$ cat src/rtl/seg7_pkg.sv
// Shared definitions for the 7-segment scan driver.
// Holds the segment type, the all-off pattern, the hex-to-segment table (active-low,
// [6:0] = g..a, [7] = dp, dp off) and the maximum supported digit count.
package seg7_pkg;

  localparam int unsigned MaxDigits = 8;

  typedef logic [7:0] seg_t;

  localparam seg_t SEG_OFF = 8'hFF;

  // Index 15 is leftmost: F, E, d, C, b, A, 9 .. 0.
  localparam seg_t [15:0] SegTable = {
    8'h8E, 8'h86, 8'hA1, 8'hC6, 8'h83, 8'h88, 8'h90, 8'h80,
    8'hF8, 8'h82, 8'h92, 8'h99, 8'hB0, 8'hA4, 8'hF9, 8'hC0
  };

  // dp = 1 means the decimal point is lit, which drives bit 7 low.
  function automatic seg_t hex_to_seg(input logic [3:0] nib, input logic dp);
    seg_t s;
    s = SegTable[nib];
    return {~dp, s[6:0]};
  endfunction

endpackage

$ cat src/rtl/seg7_dec_core.sv
// Combinational nibble + decimal point to active-low segment lookup.
// Ports:
//   nibble_i  hex digit to display
//   dp_i      decimal point request, 1 = lit
//   blank_i   force all segments off
//   n_hex_o   active-low segments, [6:0] = g..a, [7] = dp
module seg7_dec_core
  import seg7_pkg::*;
(
  input  logic [3:0] nibble_i,
  input  logic       dp_i,
  input  logic       blank_i,
  output seg_t       n_hex_o
);

  always_comb begin
    if (blank_i) begin
      n_hex_o = SEG_OFF;
    end else begin
      n_hex_o = hex_to_seg(nibble_i, dp_i);
    end
  end

endmodule

$ cat src/rtl/seg7_scan_drv.sv
// Time-multiplexed driver for a DIGITS-wide common-anode 7-segment display.
// Latches DIN/DP into a shadow register on LOAD, scans one digit per PRESCALE cycles with
// BLANK all-off cycles at the start of each slot, and drives registered active-low outputs.
// Optional leading-zero blanking is enabled by defining SEG7_LZB_EN.
// Ports:
//   CLK    system clock, rising edge
//   nRST   asynchronous active-low reset
//   LOAD   one-cycle strobe capturing DIN/DP
//   DIN    packed hex value, nibble k -> digit k
//   DP     per-digit decimal point, 1 = lit
//   EN     display enable, 0 blanks outputs (scan keeps running)
//   nHEX   active-low segments, [6:0] = g..a, [7] = dp
//   nDSEL  active-low digit select, at most one bit low
module seg7_scan_drv
  import seg7_pkg::*;
#(
  parameter int unsigned DIGITS   = 4,
  parameter int unsigned PRESCALE = 50000,
  parameter int unsigned BLANK    = 2
) (
  input  logic                  CLK,
  input  logic                  nRST,
  input  logic                  LOAD,
  input  logic [4*DIGITS-1:0]   DIN,
  input  logic [DIGITS-1:0]     DP,
  input  logic                  EN,
  output logic [7:0]            nHEX,
  output logic [DIGITS-1:0]     nDSEL
);

  localparam int unsigned CntW = $clog2(PRESCALE);
  localparam int unsigned IdxW = (DIGITS > 1) ? $clog2(DIGITS) : 1;
  localparam logic [CntW-1:0] CntMax   = CntW'(PRESCALE - 1);
  localparam logic [CntW-1:0] CntBlank = CntW'(BLANK);
  localparam logic [IdxW-1:0] IdxMax   = IdxW'(DIGITS - 1);

  logic [4*DIGITS-1:0] din_q, din_d;
  logic [DIGITS-1:0]   dp_q, dp_d;
  logic [CntW-1:0]     cnt_q, cnt_d;
  logic [IdxW-1:0]     idx_q, idx_d;
  seg_t                nhex_q, nhex_d;
  logic [DIGITS-1:0]   ndsel_q, ndsel_d;

  logic [3:0] cur_nib;
  logic       cur_dp;
  logic       slot_blank;
  logic       lzb_blank;
  seg_t       dec_seg;

`ifdef SEG7_LZB_EN
  logic [DIGITS-1:0] lzb_q, lzb_d;
  logic              seen;

  // Flags are computed from the value being captured so they always match the shadow.
  always_comb begin
    lzb_d = lzb_q;
    seen  = 1'b0;
    if (LOAD) begin
      lzb_d = '0;
      for (int k = DIGITS - 1; k >= 1; k--) begin
        seen     = seen | (DIN[4*k +: 4] != 4'h0) | DP[k];
        lzb_d[k] = ~seen;
      end
    end
  end

  assign lzb_blank = lzb_q[idx_q];
`else
  assign lzb_blank = 1'b0;
`endif

  always_comb begin
    din_d = din_q;
    dp_d  = dp_q;
    if (LOAD) begin
      din_d = DIN;
      dp_d  = DP;
    end
  end

  always_comb begin
    cnt_d = cnt_q + 1'b1;
    idx_d = idx_q;
    if (cnt_q == CntMax) begin
      cnt_d = '0;
      idx_d = (idx_q == IdxMax) ? '0 : idx_q + 1'b1;
    end
  end

  assign cur_nib    = din_q[{idx_q, 2'b00} +: 4];
  assign cur_dp     = dp_q[idx_q];
  assign slot_blank = (cnt_q < CntBlank) | ~EN;

  seg7_dec_core u_dec (
    .nibble_i (cur_nib),
    .dp_i     (cur_dp),
    .blank_i  (slot_blank | lzb_blank),
    .n_hex_o  (dec_seg)
  );

  // A leading-zero-blanked digit keeps its select low; only the segments go dark.
  always_comb begin
    nhex_d  = dec_seg;
    ndsel_d = '1;
    if (!slot_blank) begin
      for (int k = 0; k < DIGITS; k++) begin
        if (idx_q == IdxW'(k)) begin
          ndsel_d[k] = 1'b0;
        end
      end
    end
  end

  always_ff @(posedge CLK or negedge nRST) begin
    if (!nRST) begin
      din_q   <= '0;
      dp_q    <= '0;
      cnt_q   <= '0;
      idx_q   <= '0;
      nhex_q  <= SEG_OFF;
      ndsel_q <= '1;
`ifdef SEG7_LZB_EN
      lzb_q   <= '0;
`endif
    end else begin
      din_q   <= din_d;
      dp_q    <= dp_d;
      cnt_q   <= cnt_d;
      idx_q   <= idx_d;
      nhex_q  <= nhex_d;
      ndsel_q <= ndsel_d;
`ifdef SEG7_LZB_EN
      lzb_q   <= lzb_d;
`endif
    end
  end

  assign nHEX  = nhex_q;
  assign nDSEL = ndsel_q;

endmodule

$ cat config.mk
export PLATFORM = sky130hd
export DESIGN_NAME = seg7_scan_drv
export DESIGN_NICKNAME = d
export VERILOG_FILES = /design/src/rtl/seg7_pkg.sv /design/src/rtl/seg7_dec_core.sv /design/src/rtl/seg7_scan_drv.sv
export SDC_FILE = /design/constraint.sdc
export NUM_CORES = 1
export LEC_CHECK = 0
export CORE_ASPECT_RATIO = 1.75
export CORE_UTILIZATION = 50
export DETAILED_ROUTE_END_ITERATION = 10
export PLACE_DENSITY = 0.73
export SLEW_MARGIN = 15
export SYNTH_ARGS = -nofsm -noshare
export SYNTH_HDL_FRONTEND = slang
export SYNTH_SLANG_ARGS = --single-unit
$ cat constraint.sdc
create_clock -name CLK -period 2.9 [get_ports CLK]
set_input_delay 0.58 -clock CLK [delete_from_list [all_inputs] [get_ports CLK]]
set_output_delay 0.58 -clock CLK [all_outputs]
set_load 0.01 [all_outputs]
Yosys cells after proc, flatten, opt, wreduce, memory -nomap -nowiden
Memories as Yosys holds them, arrays and structs flattened.
Index checks and enable logic that the tools add are counted.
Word-level totals
  bits in registers: 50
  bits in read-only memories: 128
  input bits: 24
  output and inout bits: 12
  word-level logic and storage cells: 32
  memories kept: 1
Memories
  (name not given): depth 16, bits a word 8, rd ports 1, clocked after Yosys merged registers in 0, wr ports 0, RTL line seg7_pkg.sv:21  | s = SegTable[nib];
Cells by class
  $add $sub $neg: 2
  order comparisons: 3
  eq/ne operators: 4
  shifts and indexed selects: 1
  multiplexer cells: 11
  bitwise gates (word level): 3
  reductions and logical operators: 1
Operators with widths (number)
  16-bit by 1-bit adder with 16-bit output (second input constant): 1
  16-bit equality test (second input constant): 1
  16-bit by 2-bit less-than comparator with 1-bit output (second input constant): 1
  16-bit 2-to-1 mux: 1
  16-bit by 5-bit variable part select with 4-bit output: 1
  8-bit 2-to-1 mux: 1
  7-bit 2-to-1 mux: 1
  4-bit by 5-bit less-than comparator with 1-bit output (second input constant): 1
  1-bit 2-to-1 mux: 5
  2-bit equality test (second input constant): 2
  4-bit 2-to-1 mux: 1
  2-bit by 3-bit less-than comparator with 1-bit output (second input constant): 1
  2-bit by 1-bit adder with 2-bit output (second input constant): 1
  1-bit binary-select mux with 2-bit select: 1
  2-bit by 1-bit equality test with 1-bit output (second input constant): 1
  2-bit zero test: 1
  2-bit 2-to-1 mux: 1
  1-bit inverter: 2
  1-bit bitwise OR: 1

Logic depth before layout (Yosys ltp)
  depth in word-level cells: 4
  mapped depth: 7

Modules after synthesis
Synthesis repeated with hierarchy kept, for this count alone.
Second synthesis, totals
  cells, all modules: 192
  area total of the unflattened synthesis: 2381.0 um^2
Modules (own cells, without submodules)
  seg7_scan_drv: times used 1, cells an instance 151, area each 2097.0 um^2, seq. area each 1266.2 um^2
  seg7_dec_core: times used 1, cells an instance 41, area each 284.0 um^2, seq. area each 0.0 um^2

Least setup slack after synthesis
OpenSTA, ideal clock, no wires.
  kind: register -> register
  start point: register idx_q[0]
  end point: register nhex_q[3], in the netlist nHEX[3]
  library setup time: 98 ps
  data arrival time: 1854 ps
  data required time: 2802 ps
  setup slack: 948 ps
  stages on the path, launching flop included: 7
  clock period less this slack: 1952 ps
  cells stage by stage: dfrtp_1 -> buf_2 -> mux4_2 -> ha_1 -> or2_2 -> a21oi_1 -> o21ai_0
On the way
  word-level cells in the longest chain between the ends: 4
RTL lines
  from (decl): RTL line seg7_scan_drv.sv:40  | logic [IdxW-1:0] idx_q, idx_d;
  from (signal assigned): RTL line seg7_scan_drv.sv:129  | idx_q <= idx_d;
  16-bit by 5-bit variable part select with 4-bit output: RTL line seg7_scan_drv.sv:90  | assign cur_nib = din_q[{idx_q, 2'b00} +: 4];
  memory read 16 x 8 bit
  7-bit 2-to-1 mux (not written as such): RTL line seg7_pkg.sv:21
  8-bit 2-to-1 mux: RTL line seg7_dec_core.sv:17  | if (blank_i) begin
  via dec_seg[3]: RTL line seg7_scan_drv.sv:48  | seg_t dec_seg;
  to (signal assigned): RTL line seg7_scan_drv.sv:130  | nhex_q <= nhex_d;
  to (decl): RTL line seg7_scan_drv.sv:41  | seg_t nhex_q, nhex_d;
The timed path passes the listed nets, and every way through them passes these cells. The select of a mux whose other input is x is not followed.
A chain may end at the register's enable or synchronous reset.

Worst setup path in the final report
Ends and elaborated chain as after synthesis.

==> qor.yml <==
status: "complete, no violations"
cp-start-kind: "flip-flop"
arrival_ns: 2.34
first_global_vias: 1586
maxSlewViolCount: 0
rsz0062_at_grt: "no"
antenna_found_initial: 0
p_switching_uw: 326
max_clock_freq_mhz: 467
async_flop_share: 1.00
insertion_delay_ns: 0.30
cap_viol_max_count: 0
slowest_delay_ns: 0.62
critPathRequiredTime_ns: 3.10
synth-main-ff-cell: "dfrtp_1"
initial_core_util: 0.515
crit_slowest_cell: "dfrtp_1"
path_buf_inv: 0
tightest_slew_ns: 0.446
stdcell_count: 285
critical_path_class: "flip-flop to flip-flop"
peakVddDrop_mv: 0.459
setup_viol: 0
critPathMaxFanout: 10
portBuffers: 35
final_cell_mix: "dfrtp_1, clkdlybuf4s50_1, mux2_2, nand2_1, dfstp_2"
cts_sinks: 50
final_antenna_net_count: 0
seq_area_frac_synth: 0.527
clockBufferDepth: 2
holdBufCountCts: 0
area_growth_pct: 21.2
yosys_warnings: 0
gp_congestion: 0.831
gr-total-overflow: 0
period_needed_ns: 2.14
dieHeight_um: 93.7
die_x_um: 54.4
hold_violations: 0
drive_above_1_share: 0.253
synth_nets: 230
num_antenna_cells: 0
core_um2: 4670
nFillCells: 389
post_cts.repair.setup_buffers: 0
track_usage: 0.195
tritoncts: "done"
p_comb_frac: 0.137
dp.final_hpwl_um: 3230
syn_avg_cell_area_um2: 12.3
regArea_um2: 1270
place_inst: 277
synthDistinctLibCells: 34
p_per_area_nw_per_um2: 496
ys_seq_elements: 50
finalCritPeriodShare: 0.738
grt_max_degree: 34
synth_area_um2: 2400
p_leak_nw: 1.23
vias: 1557
drtPass1Iterations: 3
multi_input_area_um2: 1070
routed_wl_um: 4140
viasPerCell: 5.46
yosys-top-cells-area: "dfrtp_1, dfstp_2, mux2_2, ha_1, mux4_2"
nets: 267
syn_inst: 195
pwr-share-clk: 0.328
finalClockSkew_ns: 0.00805
layout_commonest_cell: "dfrtp_1"
p_seq_frac: 0.535
io_pins: 36
clk_pin_slew_worst_paths_ns: 0.09
crit_path_end_kind: "flip-flop"
grt_pass1_wl_um: 7110
tns_ns: 0
clock-root-buffer: "clkbuf_8"
routedWlPerCell_um: 14.5
netSwitchingFraction: 0.226
max_slew_margin: 0.703
synth_top_area_share: 0.396
intPower_mw: 1.12
crit_chain: "mux4_2 > ha_1 > or2_2 > a21oi_1 > o21ai_0"
synth_area_leader_cell: "dfrtp_1"
row_count: 33
die_area_um2: 5090
cts_max_level: 2
synth-edff-count: 0
drtIter0Drc: 5
cp_top_family: "flip-flops"
holdCritPathClass: "input pin to async pin"
numCtsBuffers: 5
cts-resized-gates: 0
drc_errors: 0
final timing paths:
check,from,end,slack (ns),cells past startpoint
max,idx_q[0],nHEX[3],0.76,5
min,nRST,din_q[8],0.20,1
max reg2reg,idx_q[0],nHEX[3],0.76,5
min reg2reg,cnt_q[0],cnt_q[0],0.49,1
max in group asynchronous,nRST,nHEX[6],1.93,2
min in group CLK,cnt_q[0],cnt_q[0],0.49,1
cells in the mapped netlist, types with 2 or more instances:
master    number
a21oi_1        4
and3_1         3
buf_2          2
clkbuf_1       6
dfrtp_1       38
dfstp_2       12
ha_1          11
inv_1          8
mux2_2        23
mux4_2         6
nand2_1       15
nand3_1        7
nand4_1        2
nor2_1        10
nor3_1         3
nor3b_1        2
nor4_1         4
o211ai_1       3
o21a_1         2
o21ai_0        4
o31ai_1        2
or2_2          2
xnor2_1        6
xor2_1        10
logic make-up (layout without fill, tap and decap cells):
logic type | after synthesis | after routing | share of synthesized area
adder cells (fa/ha/maj) | 11 | 11 | 0.0573
AO/OA/AOI/OAI | 16 | 16 | 0.0422
AND/OR/NAND/NOR | 57 | 57 | 0.125
multiplexers | 29 | 29 | 0.164
buffers and inverters | 16 | 54 | 0.0261
flip-flops | 50 | 50 | 0.527
XOR/XNOR | 16 | 16 | 0.0584
per-stage QoR:
| stage | instance area (µm²) | utilization | hold WS [ns] | power, mW | setup slack, ns |
|---|---|---|---|---|---|
| final | 2910 | 0.624 | 0.201 | 1.44 | 0.759 |
| after global placement | 2800 | 0.600 | 0.478 | 0.982 | 0.822 |
| after CTS | 2910 | 0.624 | 0.208 | 1.46 | 0.745 |
| after floorplan | 2400 | - | 0.284 | 0.890 | 0.948 |
| after global routing | 2910 | 0.624 | 0.218 | 1.51 | 0.604 |
| after detailed placement | 2800 | 0.600 | 0.485 | 0.989 | 0.774 |
state kept, by name, summed over array words and instances, names as in the netlist:
signal	count
cnt_q	16
din_q	16
nHEX	8
dp_q	4
nDSEL	4
idx_q	2
worst register-to-register path: stages (launching register included):
cell and delay, ns:
dfrtp_1 0.62, mux4_2 0.62, ha_1 0.26, or2_2 0.30, a21oi_1 0.15, o21ai_0 0.09
power groups by stage:
stage | logic, mW | registers, mW | clock network, mW
finish | 0.198 | 0.773 | 0.473
global route | 0.220 | 0.779 | 0.513
CTS | 0.201 | 0.775 | 0.487
detailed placement | 0.201 | 0.788 | 0
global placement | 0.197 | 0.786 | 0
floorplan | 0.105 | 0.785 | 0
layout make-up:
cell class / count / share of cell area
multi-input cells: 129 / 0.368
clock inverters: 3 / 0.0138
clock buffers: 5 / 0.0236
well taps: 52 / 0.0224
inverters: 8 / 0.0103
repair buffers: 38 / 0.126
flip-flops and latches: 50 / 0.435
metal layers:
layer	wire [µm]	vias up	track usage	part of all wire
li1	-	750	-	-
met1	1610	770	0.222	0.39
met2	2330	30	0.338	0.56
met3	108	7	0.0388	0.026
met4	91	0	0.0769	0.022
met5	0	-	0	0
No activity file was read; power rests on OpenSTA's default activity.
